## src/rtl/fetch_pkg.sv

```systemverilog
// Shared constants and types for the instruction-fetch stage.
package fetch_pkg;

  // Canonical RISC-V NOP (addi x0, x0, 0), used for killed or empty IF/ID slots.
  localparam logic [31:0] NOP_INSTR = 32'h0000_0013;

  // Byte distance between consecutive instruction words.
  localparam int unsigned PC_INCR = 4;

  typedef enum logic [1:0] {
    IDLE,
    FETCH,
    DRAIN
  } fetch_state_t;

endpackage

```

## src/rtl/fetch_stage_if.sv

```systemverilog
// Instruction-memory request/response bus between the fetch stage and imem.
interface fetch_stage_if #(
  parameter int width = 32
) ();

  logic             req;
  logic [width-1:0] addr;
  logic             ack;
  logic [width-1:0] rdata;

  modport master (
    output req,
    output addr,
    input  ack,
    input  rdata
  );

  modport slave (
    input  req,
    input  addr,
    output ack,
    output rdata
  );

endinterface

```

## src/rtl/fetch_skid_buffer.sv

```systemverilog
// One-entry holding register for a fetched word that arrives while decode is stalled.
module fetch_skid_buffer #(
  parameter int width = 32
) (
  input  logic             clk,
  input  logic             rst_n,
  input  logic             load,
  input  logic             unload,
  input  logic             clear,
  input  logic [width-1:0] load_instr,
  input  logic [width-1:0] load_pc,
  output logic             full,
  output logic [width-1:0] instr,
  output logic [width-1:0] pc
);

  // Clear beats load (redirect kills the word), load beats unload (they never coincide).
  always_ff @(posedge clk or negedge rst_n) begin
    if (!rst_n) begin
      full  <= 1'b0;
      instr <= '0;
      pc    <= '0;
    end else if (clear) begin
      full <= 1'b0;
    end else if (load) begin
      full  <= 1'b1;
      instr <= load_instr;
      pc    <= load_pc;
    end else if (unload) begin
      full <= 1'b0;
    end
  end

endmodule

```

## src/rtl/fetch_stage.sv

```systemverilog
// Instruction-fetch stage: PC, imem request FSM, redirect draining and the IF/ID register.
module fetch_stage
  import fetch_pkg::*;
#(
  parameter int               width    = 32,
  parameter logic [width-1:0] RESET_PC = '0
) (
  input  logic               clk,
  input  logic               rst_n,
  fetch_stage_if.master      imem,
  input  logic               stall,
  input  logic               redirect,
  input  logic [width-1:0]   redirect_pc,
  output logic               if_id_valid,
  output logic [width-1:0]   if_id_instr,
  output logic [width-1:0]   if_id_pc
);

  localparam logic [width-1:0] NOP  = width'(NOP_INSTR);
  localparam logic [width-1:0] INCR = width'(PC_INCR);

  fetch_state_t     state;
  logic [width-1:0] pc;
  logic [width-1:0] pending;

  logic             req;
  logic             accept;
  logic             skid_full;
  logic [width-1:0] skid_instr;
  logic [width-1:0] skid_pc;

  // Request depends only on registered state, never on the incoming ack.
  // DRAIN keeps the stale request asserted because it is still owed an ack.
  assign req      = ((state == FETCH) && !skid_full) || (state == DRAIN);
  assign accept   = (state == FETCH) && req && imem.ack;
  assign imem.req  = req;
  assign imem.addr = pc;

  fetch_skid_buffer #(
    .width (width)
  ) u_skid (
    .clk        (clk),
    .rst_n      (rst_n),
    .load       (accept && stall && !redirect),
    .unload     (!redirect && !stall && skid_full),
    .clear      (redirect),
    .load_instr (imem.rdata),
    .load_pc    (pc),
    .full       (skid_full),
    .instr      (skid_instr),
    .pc         (skid_pc)
  );

  // Fetch FSM with PC and pending-redirect registers.
  always_ff @(posedge clk or negedge rst_n) begin
    if (!rst_n) begin
      state   <= IDLE;
      pc      <= RESET_PC;
      pending <= '0;
    end else begin
      case (state)
        IDLE: begin
          state <= FETCH;
          if (redirect) pc <= redirect_pc;
        end
        FETCH: begin
          if (redirect) begin
            if (req && !imem.ack) begin
              pending <= redirect_pc;
              state   <= DRAIN;
            end else begin
              pc <= redirect_pc;
            end
          end else if (accept) begin
            pc <= pc + INCR;
          end
        end
        DRAIN: begin
          if (redirect) begin
            if (imem.ack) begin
              pc    <= redirect_pc;
              state <= FETCH;
            end else begin
              pending <= redirect_pc;
            end
          end else if (imem.ack) begin
            pc    <= pending;
            state <= FETCH;
          end
        end
        default: state <= IDLE;
      endcase
    end
  end

  // IF/ID register: redirect kills, stall holds, skid drains before new memory words.
  always_ff @(posedge clk or negedge rst_n) begin
    if (!rst_n) begin
      if_id_valid <= 1'b0;
      if_id_instr <= NOP;
      if_id_pc    <= '0;
    end else if (redirect) begin
      if_id_valid <= 1'b0;
      if_id_instr <= NOP;
    end else if (!stall) begin
      if (skid_full) begin
        if_id_valid <= 1'b1;
        if_id_instr <= skid_instr;
        if_id_pc    <= skid_pc;
      end else if (accept) begin
        if_id_valid <= 1'b1;
        if_id_instr <= imem.rdata;
        if_id_pc    <= pc;
      end else begin
        if_id_valid <= 1'b0;
        if_id_instr <= NOP;
      end
    end
  end

endmodule

```

## src/flat_wrapper.sv

```systemverilog
// flat-port wrapper written by rule: the top's interface ports become plain ports
module fetch_stage_flat import fetch_pkg::*;
#(
  parameter int               width    = 32,
  parameter logic [width-1:0] RESET_PC = '0
)
  (clk, rst_n, stall, redirect, redirect_pc, if_id_valid, if_id_instr, if_id_pc, imem_req, imem_addr, imem_ack, imem_rdata);
  fetch_stage_if #(.width(width)) imem_i ();
  input  logic clk;
  input  logic rst_n;
  input  logic stall;
  input  logic redirect;
  input  logic [width-1:0] redirect_pc;
  output logic if_id_valid;
  output logic [width-1:0] if_id_instr;
  output logic [width-1:0] if_id_pc;
  output wire logic [$bits(imem_i.req)-1:0] imem_req;
  output wire logic [$bits(imem_i.addr)-1:0] imem_addr;
  input wire logic [$bits(imem_i.ack)-1:0] imem_ack;
  input wire logic [$bits(imem_i.rdata)-1:0] imem_rdata;
  assign imem_req = imem_i.req;
  assign imem_addr = imem_i.addr;
  assign imem_i.ack = imem_ack;
  assign imem_i.rdata = imem_rdata;
  fetch_stage #(.width(width), .RESET_PC(RESET_PC)) u_core (.clk(clk), .rst_n(rst_n), .imem(imem_i), .stall(stall), .redirect(redirect), .redirect_pc(redirect_pc), .if_id_valid(if_id_valid), .if_id_instr(if_id_instr), .if_id_pc(if_id_pc));
endmodule
```

## config.mk

```make
export PLATFORM = sky130hd
export DESIGN_NAME = fetch_stage_flat
export DESIGN_NICKNAME = d
export VERILOG_FILES = /design/src/rtl/fetch_pkg.sv /design/src/rtl/fetch_stage_if.sv /design/src/rtl/fetch_skid_buffer.sv /design/src/rtl/fetch_stage.sv /design/src/flat_wrapper.sv
export SDC_FILE = /design/constraint.sdc
export NUM_CORES = 1
export LEC_CHECK = 0
export CAP_MARGIN = 20
export CORE_MARGIN = 5
export CORE_UTILIZATION = 53
export CTS_BUF_LIST = sky130_fd_sc_hd__clkbuf_4 sky130_fd_sc_hd__clkbuf_8 sky130_fd_sc_hd__clkbuf_16
export CTS_CLUSTER_SIZE = 40
export DETAILED_ROUTE_END_ITERATION = 16
export PLACE_DENSITY = 0.77
export RECOVER_POWER = 50
export SETUP_SLACK_MARGIN = 0.2
export SLEW_MARGIN = 25
export SYNTH_ARGS = -nofsm -noshare
export SYNTH_HDL_FRONTEND = slang
export SYNTH_SLANG_ARGS = --single-unit
```

## constraint.sdc

```tcl
create_clock -name clk -period 2.4 [get_ports clk]
set_input_delay 0.48 -clock clk [delete_from_list [all_inputs] [get_ports clk]]
set_output_delay 0.48 -clock clk [all_outputs]
set_load 0.05 [all_outputs]
```

==> impl_metrics.env, run 1 <==
export IMPL_status="complete, but fails checks"
export IMPL_arrival_ns=1.77
export IMPL_fmax_mhz=445.3
export IMPL_slew_violations=65
export IMPL_hp_start="u_core.if_id_pc[24]$_DFFE_PN0P_"
export IMPL_syn_cell_area_um2=9145
export IMPL_ir_drop_uv=784.6
export IMPL_wl_per_cell_um=19.15
export IMPL_io_pins=167
export IMPL_synth_cells=828
export IMPL_cp_end_kind="primary output"
export IMPL_setup_violations=0
export IMPL_root_buffer="clkbuf_16"
export IMPL_die_h_um=141.4
export IMPL_placedInstanceArea_um2=11380
export IMPL_finalInstanceArea_um2=11890
export IMPL_finalSetupTns_ns=0
export IMPL_rsz0062_at_grt="true"
export IMPL_hold_viol_final=0
export IMPL_path_max_fanout=7
export IMPL_worstPathCellList="inv_1, ha_1, a21oi_2, buf_4, inv_1, buf_4"
export IMPL_grt_usage=0.2408
export IMPL_synthArstFlopShare=1.000
export IMPL_num_vias=7327
export IMPL_rows=48
export IMPL_hold_path_depth=2
export IMPL_start_kind="flip-flop"
export IMPL_fin_cells=1246
export IMPL_reg2reg_to="u_core.pending[14]$_DFFE_PN0P_"
export IMPL_synth_edff_count=0
export IMPL_cts_tree="done"
export IMPL_synth_cell_type_count=56
export IMPL_drive_above_1_share=0.2078
export IMPL_path_buf_inv=4
export IMPL_nets=1080
export IMPL_ant_nets=0
export IMPL_min_period_over_period=0.9357
export IMPL_hp_class="flip-flop to flip-flop"
export IMPL_reg2reg_depth=8
export IMPL_place_congestion=0.9050
export IMPL_ys_flop_type="dfrtp_1"
export IMPL_max_cap_violations=1
export IMPL_die_area_um2=19980
export IMPL_grt_overflow=0
export IMPL_clock_sinks=196
export IMPL_path_clk_slew_ns=0.07
export IMPL_fin_worst_skew_ns=0.01031
export IMPL_insertion_delay_ns=0.43
export IMPL_critical_path_max_stage_delay_ns=0.43
export IMPL_coreArea_um2=17120
export IMPL_synthToLayoutAreaGrowth_pct=30.00
export IMPL_violations="max-capacitance violations, max-slew violations"
export IMPL_p_leak_nw=4.881
export IMPL_clock_path_buffers=2
export IMPL_seq_area_frac_synth=0.5367
export IMPL_max_slew_margin_rel=-0.1874
export IMPL_r2r_slack_ns=0.18
export IMPL_start_util=0.5343
export IMPL_tightest_slew_ns=1.781
export IMPL_routed_wl_um=23860
export IMPL_crit_required_ns=1.92
export IMPL_fill_cells=1333
export IMPL_hpwlAfterDp_um=16460
export IMPL_yosysWarnings=0
export IMPL_crit_slowest_cell="dfrtp_1"
export IMPL_first_iter_violations=538
export IMPL_path_class="flip-flop to primary output"
export IMPL_pwr_density_cell_nw_per_um2=1380
export IMPL_grt_pass1_wl_um=38580
export IMPL_period_needed_ns=2.246
export IMPL_path_delay_family="buffers and inverters"
export IMPL_syn_nets=901
export IMPL_cp_startpoint="u_core.state[0]$_DFFE_PN0P_"
export IMPL_grt_max_degree=98
export IMPL_vias_per_cell=5.880
export IMPL_place_inst=1212
export IMPL_io_buffers=166
export IMPL_grt_pass1_vias=7468
export IMPL_first_pass_iters=6
export IMPL_htreeDepth=4
export IMPL_drc_errors=0
export IMPL_ys_ff_latch=196
export IMPL_syn_area_per_cell_um2=11.04
export IMPL_worstHoldEndpoint="u_core.if_id_pc[24]$_DFFE_PN0P_"
export IMPL_cts_buffers_inserted=17
export IMPL_grt_antenna_before_repair=1
export IMPL_r2r_start="u_core.state[0]$_DFFE_PN0P_"
export IMPL_die_x_um=141.4
[metal layers]
metal / GRT usage / share of wire / vias up
met5: 0 / 0 / -
met1: 0.3184 / 0.42 / 3633
met4: 0.07853 / 0.021 / 0
met2: 0.3988 / 0.49 / 266
li1: - / - / 3389
met3: 0.05123 / 0.064 / 39
[worst register-to-register path: cells and delay by family (launching register included)]
kind            cells  cell delay [ns]
fa+ha+maj           1             0.29
compound gates      1             0.12
simple gates        2             0.41
flops               1             0.43
buf+inv             3             0.51
mux                 1             0.36
[area by class of cell]
class / count / area, um2 / area share
well taps: 225 / 281.5 / 0.02368
diodes: 1 / 2.502 / 0.0002105
inverters: 12 / 45.04 / 0.003789
repair buffers: 218 / 2029 / 0.1707
multi-input cells: 562 / 3998 / 0.3362
flip-flops and latches: 196 / 4928 / 0.4145
clock inverters: 14 / 165.2 / 0.01389
clock buffers: 18 / 439.2 / 0.03694
[through the flow]
stage	total power, mW	setup WS (ns)	util	hold slack, ns
final	16.41	0.1544	0.6946	0.4793
after global routing	17.32	0.1031	0.6946	0.5049
after CTS	16.52	0.2011	0.6988	0.06245
after detailed placement	13.65	0.09193	0.6651	0.4681
after global placement	13.40	0.1420	0.6651	0.4603
after floorplan	10.82	0.2145	-	0.1844
[cells in the final DEF (no fill, tap or decap), types with 5 or more instances in the layout]
cell	instances
a222oi_1	7
dfrtp_2	13
o21ai_0	110
mux2i_1	61
nand3_1	9
nand4_1	7
a221oi_1	10
nor4_1	6
nor3_1	15
a22oi_1	8
dlygate4sd2_1	23
clkbuf_1	16
nor2b_1	6
buf_4	36
a32oi_1	5
clkbuf_16	17
nor2_1	37
a31oi_1	6
a21oi_1	14
mux2_2	98
dfrtp_1	179
buf_12	8
nand2_1	91
inv_1	12
clkdlybuf4s50_1	131
[Yosys cell counts (8+ instances only)]
library cell / count / area [um2]
a22oi_1: 8 / 60.06
mux2i_1: 61 / 610.6
mux2_2: 98 / 1104
inv_1: 12 / 45.04
nor2_1: 38 / 142.6
nand3_1: 9 / 45.04
buf_1: 8 / 30.03
nor3_1: 15 / 75.07
dfrtp_1: 193 / 4830
clkbuf_1: 43 / 161.4
a221oi_1: 10 / 87.58
o21ai_0: 110 / 550.5
nand2_1: 91 / 341.6
a21oi_1: 15 / 75.07
[worst max path at each step]
stage | depth (start not counted) | end
finish | 6 | imem_req
global placement | 6 | u_core.u_skid.pc[15]$_DFFE_PN0P_
CTS | 1 | imem_addr[19]
detailed placement | 7 | u_core.pending[31]$_DFFE_PN0P_
global route | 6 | u_core.if_id_pc[20]$_DFFE_PN0P_
floorplan | 6 | u_core.imem.addr[25]$_DFFE_PN0P_
[sequential cells by signal, indices dropped and copies added (netlist names)]
register / count
u_core.pending: 32
u_core.state: 2
u_core.if_id_valid: 1
u_core.if_id_instr: 32
u_core.u_skid.instr: 32
u_core.if_id_pc: 32
u_core.imem.addr: 32
u_core.u_skid.full: 1
u_core.u_skid.pc: 32
[kinds of logic (layout without fill, tap and decap cells)]
logic type	after synthesis	count (layout)	synth area share
adder cells (fa/ha/maj)	4	4	0.005473
multiplexers	159	159	0.1874
flip-flops	196	196	0.5367
AND/OR/NAND/NOR	200	200	0.1032
AO/OA/AOI/OAI	197	197	0.1349
XOR/XNOR	2	2	0.001916
other	0	1	0
buffers and inverters	70	262	0.03037
[power breakdown]
part	switching, mW	internal (mW)	total (mW)
Clock	1.34	1.60	2.94
Sequential	1.03	4.69	5.72
Combinational	4.62	3.13	7.76
Total	6.99	9.42	16.4
[what timing repair did]
action	CTS	global route
pin swaps	0	1
cloned	0	0
resized for setup	24	18
hold buffers	0	0
buffers inserted	0	1
endpoints found under the setup margin	24	37
Note: power is estimated with default switching activity, not from simulation.
==> inputs of run 2 (changes only) <==
--- a/config.mk
+++ b/config.mk
@@ -6,7 +6,6 @@
 export NUM_CORES = 1
 export LEC_CHECK = 0
 export CAP_MARGIN = 20
-export CORE_MARGIN = 5
 export CORE_UTILIZATION = 53
 export CTS_BUF_LIST = sky130_fd_sc_hd__clkbuf_4 sky130_fd_sc_hd__clkbuf_8 sky130_fd_sc_hd__clkbuf_16
 export CTS_CLUSTER_SIZE = 40
==> run 2 against run 1 <==
Against the previous run:
- the run still ends with max-capacitance violations, max-slew violations left
- final cell count is 0.64% lower
- clock power rose by 9.5%
- combinational power increased by 3.5%
- worst hold slack got worse by 0.060 ns
- wire length decreased by 2.0%
- sequential cell count is the same
- maximum frequency rose by 1.9%
- first-iteration DRC count rose by 13%
- clock skew fell by 0.00094 ns
- global-route usage is 2.8 points higher
- sequential share of layout area down 0.45 points
- largest cell class unchanged
==> impl_metrics.env, run 2 (synthesized netlist as in run 1, its figures left out) <==
export IMPL_path_max_fanout=23
export IMPL_multi_input_area_um2=4029
export IMPL_finalInstanceArea_um2=12030
export IMPL_fin_worst_skew_ns=0.009369
export IMPL_grt_antenna_before_repair=1
export IMPL_start_util=0.5476
export IMPL_io_pins=167
export IMPL_die_h_um=133.4
export IMPL_violations="max-capacitance violations, max-slew violations"
export IMPL_cp_startpoint="u_core.state[0]$_DFFE_PN0P_"
export IMPL_insertion_delay_ns=0.44
export IMPL_crit_slowest_cell="mux2_2"
export IMPL_worstPathCellList="inv_1, ha_1, nor2b_1, o21ai_0, nand3_1, buf_4, mux2_2"
export IMPL_pwr_density_cell_nw_per_um2=1408
export IMPL_root_buffer="clkbuf_16"
export IMPL_ir_drop_uv=908.6
export IMPL_start_kind="flip-flop"
export IMPL_tightest_slew_ns=1.577
export IMPL_grt_pass1_wl_um=37540
export IMPL_max_slew_margin_rel=-0.05155
export IMPL_cts_buffers_inserted=17
export IMPL_fill_cells=1236
export IMPL_die_x_um=133.4
export IMPL_final_cell_mix="dfrtp_1, clkdlybuf4s50_1, o21ai_0"
export IMPL_max_cap_violations=1
export IMPL_rsz0062_at_grt="false"
export IMPL_fmax_mhz=453.8
export IMPL_reg2reg_depth=7
export IMPL_setup_violations=0
export IMPL_grt_max_degree=61
export IMPL_ant_nets=0
export IMPL_arrival_ns=2.53
export IMPL_min_period_over_period=0.9183
export IMPL_hold_viol_final=0
export IMPL_period_needed_ns=2.204
export IMPL_path_clk_slew_ns=0.07
export IMPL_status="complete, but fails checks"
export IMPL_place_congestion=0.9012
export IMPL_crit_required_ns=2.72
export IMPL_hp_class="primary input to async pin"
export IMPL_r2r_slack_ns=0.20
export IMPL_first_pass_iters=8
export IMPL_io_buffers=166
export IMPL_place_ws_ns=0.06692
export IMPL_slew_violations=58
export IMPL_drive_above_1_share=0.2124
export IMPL_final_common_cell="dfrtp_1"
export IMPL_htreeDepth=4
export IMPL_p_leak_nw=4.948
export IMPL_num_vias=7329
export IMPL_drc_errors=0
export IMPL_r2r_start="u_core.state[0]$_DFFE_PN0P_"
export IMPL_path_class="flip-flop to flip-flop"
export IMPL_reg2reg_to="u_core.pending[15]$_DFFE_PN0P_"
export IMPL_seq_area_um2=4931
export IMPL_grt_overflow=0
export IMPL_nets=1077
export IMPL_finalSetupTns_ns=0
export IMPL_finalHoldWorstSlack_ns=0.4193
export IMPL_setup_slack_ns=0.1962
export IMPL_placedInstanceArea_um2=11360
export IMPL_grt_usage=0.2688
export IMPL_cts_hold_buffers=0
export IMPL_critical_path_max_stage_delay_ns=0.39
export IMPL_wl_per_cell_um=18.89
export IMPL_clock_sinks=196
export IMPL_vias_per_cell=5.920
export IMPL_die_area_um2=17780
export IMPL_coreArea_um2=16700
export IMPL_rows=47
export IMPL_cts_tree="done"
export IMPL_routed_wl_um=23380
export IMPL_grt_pass1_vias=7179
export IMPL_cp_end_kind="flip-flop"
export IMPL_synthToLayoutAreaGrowth_pct=31.50
export IMPL_crit_path_end="u_core.pending[15]$_DFFE_PN0P_"
export IMPL_first_iter_violations=606
export IMPL_hpwlAfterDp_um=15490
export IMPL_clock_path_buffers=2
==> run 2: cell count changes in the layout (fill, tap and decap cells not counted), moves of 2 or more <==
cell / change
bufinv_16: +3
dfrtp_2: +2
buf_4: -2
clkbuf_16: +2
clkbuf_1: -6
inv_8: -2
dlygate4sd2_1: +2
dfrtp_1: -2
==> run 2: critical path, delay by kind of cell, from the launching register on <==
| kind | cells | cell delay [ns] |
|---|---|---|
| AOI/OAI and AO/OA | 1 | 0.20 |
| buffers and inverters | 2 | 0.38 |
| adders and majority gates | 1 | 0.28 |
| and+or+nand+nor | 2 | 0.49 |
| muxes | 1 | 0.39 |
| DFF | 1 | 0.35 |
==> run 2: worst min path at each step <==
stage	start	end	cells past startpoint
2_1_floorplan	rst_n	u_core.if_id_instr[10]$_DFFE_PN0P_	0
3_3_place_gp	u_core.if_id_instr[2]$_DFFE_PN0P_	u_core.if_id_instr[2]$_DFFE_PN0P_	2
3_5_place_dp	u_core.if_id_pc[21]$_DFFE_PN0P_	u_core.if_id_pc[21]$_DFFE_PN0P_	2
4_1_cts	rst_n	u_core.if_id_instr[16]$_DFFE_PN0P_	1
5_1_grt	u_core.if_id_pc[7]$_DFFE_PN0P_	u_core.if_id_pc[7]$_DFFE_PN0P_	2
6_report	rst_n	u_core.if_id_instr[16]$_DFFE_PN0P_	1
==> run 2: area by class of cell <==
| cell class | instances | share of cell area |
|---|---|---|
| antenna | 1 | 0.0002081 |
| sequential | 196 | 0.4101 |
| inverter | 12 | 0.003746 |
| clock inverter | 13 | 0.01821 |
| timing repair buffer | 215 | 0.1722 |
| tap | 220 | 0.02289 |
| multi-input combinational | 562 | 0.3350 |
| clock buffer | 19 | 0.03767 |
==> run 2: per-layer routing <==
layer	GRT usage	up-vias	share of wire
li1	-	3371	-
met2	0.4274	275	0.48
met5	0	-	0
met1	0.3686	3650	0.44
met4	0.09722	0	0.020
met3	0.05175	33	0.060
==> run 2: what timing repair did <==
item / in CTS / in global routing
pin swaps: 0 / 2
gates cloned: 0 / 2
endpoints found under the setup margin: 28 / 185
setup buffers: 0 / 3
gates resized for setup: 27 / 18
==> run 2: stage by stage <==
stage               instances  utilization  power, mW
global route             1238       0.7200      17.83
CTS                      1232       0.7191      16.69
global placement         1200       0.6803      13.29
floorplan                 828            -      10.82
finish                   1238       0.7200      16.94
detailed placement       1200       0.6803      13.51
==> run 2: power breakdown <==
part / internal, mW / total [mW] / switching [mW]
Sequential: 4.69 / 5.68 / 0.989
Combinational: 3.27 / 8.03 / 4.77
Clock: 1.92 / 3.22 / 1.30
